File: src/rtl/alu_seq.sv
// alu_seq: registered ALU with persistent zero/carry flags, carry-chained ops, shifts and a WIDTH-cycle shift-add multiplier (in_valid/in_ready/a/b/op in; out/zero/carry/out_valid out)
module alu_seq #(
  parameter int WIDTH = 8
) (
  input  logic             clk,
  input  logic             rst_n,
  input  logic             in_valid,
  output logic             in_ready,
  input  logic [WIDTH-1:0] a,
  input  logic [WIDTH-1:0] b,
  input  logic [2:0]       op,
  output logic [WIDTH-1:0] out,
  output logic             out_valid,
  output logic             zero,
  output logic             carry
);
  localparam int CNT_W = $clog2(WIDTH) + 1;
  localparam logic [0:0] S_IDLE = 1'b0;
  localparam logic [0:0] S_BUSY = 1'b1;
  localparam logic [2:0] OP_ADD = 3'd0;
  localparam logic [2:0] OP_SUB = 3'd1;
  localparam logic [2:0] OP_NAND = 3'd2;
  localparam logic [2:0] OP_ADC = 3'd3;
  localparam logic [2:0] OP_SBC = 3'd4;
  localparam logic [2:0] OP_SHL = 3'd5;
  localparam logic [2:0] OP_SHR = 3'd6;
  localparam logic [2:0] OP_MUL = 3'd7;
  logic [0:0]         r_state;
  logic [CNT_W-1:0]   r_cnt;
  logic [2*WIDTH-1:0] r_mcand;
  logic [WIDTH-1:0]   r_mplier;
  logic [2*WIDTH-1:0] r_prod;
  logic [WIDTH-1:0]   r_out;
  logic               r_valid;
  logic               r_zero;
  logic               r_carry;
  logic               w_inv_b;
  logic               w_cin;
  logic [WIDTH-1:0]   w_b;
  logic [WIDTH:0]     w_sum;
  logic [WIDTH-1:0]   w_res;
  logic               w_cout;
  logic [2*WIDTH-1:0] w_prod_nxt;
  logic               w_accept;
  logic               w_last;
  assign in_ready  = r_state == S_IDLE;
  assign out       = r_out;
  assign out_valid = r_valid;
  assign zero      = r_zero;
  assign carry     = r_carry;
  assign w_accept  = in_valid & in_ready;
  assign w_last    = r_state == S_BUSY && r_cnt == CNT_W'(WIDTH - 1);
  always_comb begin
    w_inv_b = op == OP_SUB || op == OP_SBC;
    w_cin = op == OP_SUB ? 1'b1 : (op == OP_ADC || op == OP_SBC) ? r_carry : 1'b0;
    w_b = w_inv_b ? ~b : b;
    w_sum = {1'b0, a} + {1'b0, w_b} + {{WIDTH{1'b0}}, w_cin};
    w_res = op == OP_NAND ? ~(a & b) :
            op == OP_SHL  ? {a[WIDTH-2:0], 1'b0} :
            op == OP_SHR  ? {1'b0, a[WIDTH-1:1]} : w_sum[WIDTH-1:0];
    w_cout = op == OP_NAND ? 1'b0 :
             op == OP_SHL  ? a[WIDTH-1] :
             op == OP_SHR  ? a[0] : w_sum[WIDTH];
    w_prod_nxt = r_prod + (r_mplier[0] ? r_mcand : '0);
  end
  always_ff @(posedge clk) begin
    if (!rst_n) begin
      r_state  <= S_IDLE;
      r_cnt    <= '0;
      r_mcand  <= '0;
      r_mplier <= '0;
      r_prod   <= '0;
      r_out    <= '0;
      r_valid  <= 1'b0;
      r_zero   <= 1'b0;
      r_carry  <= 1'b0;
    end else begin
      r_valid <= 1'b0;
      if (r_state == S_IDLE) begin
        if (w_accept && op == OP_MUL) begin
          r_state  <= S_BUSY;
          r_cnt    <= '0;
          r_prod   <= '0;
          r_mcand  <= {{WIDTH{1'b0}}, a};
          r_mplier <= b;
        end else if (w_accept) begin
          r_out   <= w_res;
          r_zero  <= w_res == '0;
          r_carry <= w_cout;
          r_valid <= 1'b1;
        end
      end else begin
        r_prod   <= w_prod_nxt;
        r_mcand  <= r_mcand << 1;
        r_mplier <= r_mplier >> 1;
        r_cnt    <= r_cnt + CNT_W'(1);
        if (w_last) begin
          r_state <= S_IDLE;
          r_out   <= w_prod_nxt[WIDTH-1:0];
          r_zero  <= w_prod_nxt[WIDTH-1:0] == '0;
          r_carry <= |w_prod_nxt[2*WIDTH-1:WIDTH];
          r_valid <= 1'b1;
        end
      end
    end
  end
endmodule

File: config.mk
export PLATFORM = sky130hd
export DESIGN_NAME = alu_seq
export DESIGN_NICKNAME = d
export VERILOG_FILES = /design/src/rtl/alu_seq.sv
export SDC_FILE = /design/constraint.sdc
export NUM_CORES = 1
export LEC_CHECK = 0
export CAP_MARGIN = 20
export CELL_PAD_IN_SITES_DETAIL_PLACEMENT = 0
export CELL_PAD_IN_SITES_GLOBAL_PLACEMENT = 2
export CORE_UTILIZATION = 30
export DETAILED_ROUTE_END_ITERATION = 10
export PLACE_DENSITY_LB_ADDON = 0.25
export SLEW_MARGIN = 20
export SYNTH_ARGS = -nofsm -noshare
export SYNTH_HDL_FRONTEND = slang
export SYNTH_SLANG_ARGS = --single-unit
File: constraint.sdc
create_clock -name clk -period 4.22 [get_ports clk]
set_clock_uncertainty 0.2 [all_clocks]
set_input_delay 0.844 -clock clk [delete_from_list [all_inputs] [get_ports clk]]
set_output_delay 0.844 -clock clk [all_outputs]
set_load 0.02 [all_outputs]
# Word level (Yosys, flattened, before mapping)
# Cells that the tools add are included.
# totals
register_bits	56
latchBits	0
ramBits	0
rom_bits	0
in_bits	22
word_cells	79
n_memories	0
# op_classes
add_sub_neg	4
n_mul	0
n_div	0
order_cmp	0
eq_ne	10
shifts	0
mux	37
bitwise	6
n_reduce_logical	11
# op_table
operator	n
$mux 16	5
$mux 8	8
$mux 1	20
$add 16x16->16	1
$logic_not 8->1	2
$not 8->8	2
$mux 7	2
$eq 3x3->1 const B	4
$add 8x8->9	1
$add 9x1->9	1
$and 8x8->8	1
$mux 4	2
$reduce_or 8->1	1
$eq 3x2->1 const B	2
$add 4x1->4 const B	1
$eq 4x3->1 const B	1
$reduce_bool 2->1	2
$eq 3x1->1 const B	1
$reduce_and 3->1	1
$logic_and 1x1->1	2
$logic_or 1x1->1	2
$ne 2x1->1 const B	1
$ne 2x2->1 const B	1
$not 1->1	2
other kinds (2)	2

# Depth between registers and ports, before layout
# depth
word_depth	12
depth_mapped	15
ltp_nobuf	14

# Least setup slack after synthesis
# OpenSTA, ideal clock, no wires.
# synth_timing
path_kind	input to register
start	in op[2]
end	reg r_zero (netlist: zero)
setup_time_ps	87
arrival_ps	3714
slack_ps	219
stages	15
cell_sequence	buf_4 buf_2 nand2b_1 a21oi_2 xnor2_1 fa_1 inv_1 fa_1 nor2b_1 a311oi_1 a21o_1 o211ai_1 nor3_2 o2111ai_1 o31ai_1
# synth_via
elab_chain_cells	12
# synth_rtl
item	line	rtl
from (decl)	11	input logic [2:0] op,
$eq 3x1->1, or another cell as far along	54, 55	
$logic_or 1x1->1, on equally long branches	54, 55	
$mux 8 / $mux 1 (equally long branches)	56, 55	
$add 8x8->9 / $mux 1 (equally long branches)	57, 55	
$add 9x1->9	57	w_sum = {1'b0, a} + {1'b0, w_b} + {{WIDTH{1'b0}}, w_cin};
$mux 8	60	op == OP_SHR ? {1'b0, a[WIDTH-1:1]} : w_sum[WIDTH-1:0];
$mux 8	59	op == OP_SHL ? {a[WIDTH-2:0], 1'b0} :
$mux 8	58	w_res = op == OP_NAND ? ~(a & b) :
$logic_not 8->1	88	r_zero <= w_res == '0;
$mux 1	86	end else if (w_accept) begin
$mux 1	80	if (w_accept && op == OP_MUL) begin
$mux 1	79	if (r_state == S_IDLE) begin
to (signal assigned)	75	r_zero <= 1'b0;
to (signal assigned)	88	
to (signal assigned)	100	r_zero <= w_prod_nxt[WIDTH-1:0] == '0;
to (decl)	35	logic r_zero;
# Parallel ways exist; a longest one is shown, timed or not. The select of a mux whose other input is x is not followed.
# A chain may end at the register's enable or synchronous reset.

# Worst setup path after layout
# Same ends and word-level chain as after synthesis.

==> flow_summary.json <==
{
  "p_per_area_nw_per_um2": 289,
  "multi_input_area_sq_um": 2660,
  "io_pins": 34,
  "final_cell_count_no_fill": 706,
  "max_freq_mhz": 253,
  "drv_cap": 0,
  "syn_area_per_cell_sq_um": 7.81,
  "dp_cells": 698,
  "fill_cells": 1402,
  "ys_ff_latch": 56,
  "gp_congestion": 0.809,
  "place_area_sq_um": 4490,
  "rows": 41,
  "min_path_type": "reg2reg",
  "critPathKind": "in2reg",
  "final_max_slew_viol_count": 0,
  "grt_pass1_wl_um": 18500,
  "die_w_um": 117,
  "synth_cell_types": 70,
  "synth_edf_count": 0,
  "drtIter0Drc": 282,
  "cts_tree": "done",
  "cts_made_buffers": 5,
  "grt_antenna_before_repair": 0,
  "hold_violations": 0,
  "post_drt_wl_per_cell_um": 16.1,
  "core_area_sq_um": 12700,
  "ctsHtreeMaxLevel": 2,
  "clkSlewWorstSetupHoldPaths_ps": 80,
  "crit_fanout": 4,
  "postCtsSetupBuffers": 0,
  "route.detailed.drc": 0,
  "port-buffer-count": 33,
  "layout.nets": 582,
  "ys_warn_count": 0,
  "die_y_um": 117,
  "grt_use_total": 0.176,
  "drive_above_1_share": 0.0805,
  "critPathMaxStageDelay_ps": 480,
  "syn_area_sq_um": 3960,
  "cp.required_ps": 4240,
  "crit_chain": "clkdlybuf4s50_1, nand2b_1, a21oi_2, xnor2_1, fa_1, inv_1, fa_1, a21o_1, a21oi_1, xnor2_1, mux2i_1, o21ai_1, o2111ai_1, o31ai_1",
  "area_growth_pct": 17.8,
  "leakage_nw": 1.80,
  "routed_via_density": 5.26,
  "cp-start-kind": "input pin",
  "fin_setup_tns_ps": 0,
  "worst_pin_slew_ps": 635,
  "rrSetupSlack_ps": 1130,
  "cp-end-kind": "flop",
  "clockBufferDepth": 2,
  "outcome": "complete, no violations",
  "cp_slowest_cell": "clkdlybuf4s50_1",
  "synth_ff_type": "dfxtp_1",
  "drtAntennaViolNets": 0,
  "relSlewSlack": 0.575,
  "ys_seq_area_frac": 0.283,
  "dr.pass1.iters": 4,
  "synthArstFlopShare": 0,
  "clock_tree.root_cell": "clkbuf_16",
  "start_util": 0.311,
  "layout_min_cycle_time_ps": 3950,
  "grt_pass1_vias": 3555,
  "seq_area_sq_um": 1120,
  "diodes": 0,
  "grt_overflow_total": 0,
  "syn_nets": 556,
  "fin_util": 0.367,
  "dpl.hpwl_um": 8530,
  "wl_um": 11300,
  "clkSinkCount": 56,
  "rsz0062_at_grt": "no",
  "arrival_ps": 3980,
  "setup-violations-final": 0,
  "final_cell_area_sq_um": 4660,
  "clkLatencyLatePin_ps": 300,
  "die-area_sq_um": 13700,
  "power_mw": 1.35,
  "grt_max_degree": 49,
  "finalCritPeriodShare": 0.937,
  "synthCells": 507,
  "peakVddDrop_mv": 0.185,
  "num_vias": 3717
}
==> cells by family (layout without fill, tap and decap cells) <==
| kind of cell | count (synthesis) | count (layout) | share of synthesized area |
|---|---|---|---|
| muxes | 7 | 7 | 0.0183 |
| AOI/OAI and AO/OA | 153 | 153 | 0.264 |
| adders and majority gates | 27 | 27 | 0.0910 |
| xor gates and xnor gates | 22 | 22 | 0.0487 |
| buffers and inverters | 42 | 69 | 0.0452 |
| and+or+nand+nor | 200 | 200 | 0.250 |
| DFF | 56 | 56 | 0.283 |
==> power breakdown <==
part	leakage (nW)	switching, mW	total [mW]	internal, mW
combinational	1.26	0.170	0.303	0.133
sequential	0.455	0.0126	0.560	0.547
clock	0.0840	0.201	0.484	0.282
==> metal layers <==
metal	global-route usage	share of wire	vias up
met1	0.247	0.51	1769
met4	0.0312	0.0072	0
li1	-	-	1896
met5	0	0	-
met2	0.290	0.45	45
met3	0.0227	0.029	7
==> layout make-up <==
type	instances	share of cell area
Clock buffer	5	0.0268
Clock inverter	3	0.0102
Multi-Input combinational cell	409	0.570
Timing Repair Buffer	49	0.0966
Inverter	12	0.00966
Tap cell	172	0.0461
Sequential cell	56	0.240
==> stage by stage <==
stage / setup slack, ps / hold slack (ps)
CTS: 173 / 270
detailed placement: -129 / 259
global route: 44.3 / 290
global placement: 23.9 / 253
finish: 267 / 266
floorplan: 219 / 237
==> timing repair <==
action | 4_1_cts | 5_1_grt
setup endpoints to repair | 0 | 1
resized for setup | 0 | 1
hold buffers | 0 | 0
hold endpoints to repair | 0 | 0
==> final timing paths <==
path                           startpoint  cells past startpoint                     end
setup / recovery                    op[2]                     14       zero$_SDFFE_PN0P_
hold / removal     r_prod[0]$_SDFFE_PN0P_                      2  r_prod[0]$_SDFFE_PN0P_
setup reg to reg  r_mcand[0]$_SDFFE_PP0P_                     10      carry$_SDFFE_PN0P_
hold reg to reg    r_prod[0]$_SDFFE_PN0P_                      2  r_prod[0]$_SDFFE_PN0P_
==> Yosys cell counts, types with 12 or more instances <==
library cell,number,share of area
xnor2_1,12,0.027
dfxtp_1,56,0.28
ha_1,24,0.076
nand2_1,73,0.069
clkbuf_1,19,0.018
a311oi_1,15,0.033
o21ai_0,21,0.027
nor2_1,42,0.040
nand3_1,17,0.021
a21oi_1,46,0.058
and2_1,18,0.028
==> flip-flops by register name, indices dropped and copies added, names as in the netlist <==
signal     flops
out_valid      1
out            8
r_prod        16
r_cnt          4
zero           1
r_mplier       8
r_mcand       16
r_state        1
carry          1
==> cells in the final DEF (no fill, tap or decap), types with 3 or more instances in the layout <==
cell type	synthesis	routed
a211oi_1	6	6
a21o_1	6	6
a21oi_1	46	46
a21oi_2	3	3
a22oi_1	4	4
a311oi_1	15	15
a31oi_1	8	8
and2_1	18	18
and3_1	7	7
buf_4	4	16
clkbuf_16	0	5
clkdlybuf4s50_1	0	33
dfxtp_1	56	56
fa_1	3	3
ha_1	24	24
inv_1	10	10
mux2i_1	5	5
nand2_1	73	73
nand2b_1	5	5
nand3_1	17	17
nand3b_1	3	3
nor2_1	42	42
nor2b_1	4	4
nor3_1	7	7
o211ai_1	9	9
o21a_1	3	3
o21ai_0	21	20
o21bai_1	5	5
o22ai_1	3	3
or3_1	6	6
xnor2_1	12	12
xor2_1	10	10
==> worst max-delay path, delay by kind of cell <==
kind	cells	cell delay (ps)
compound gates	6	1300
xor+xnor	2	360
fa+ha+maj	2	620
buf+inv	2	530
mux	1	90
simple gates	1	220
Note: power is estimated with default switching activity, not from simulation.
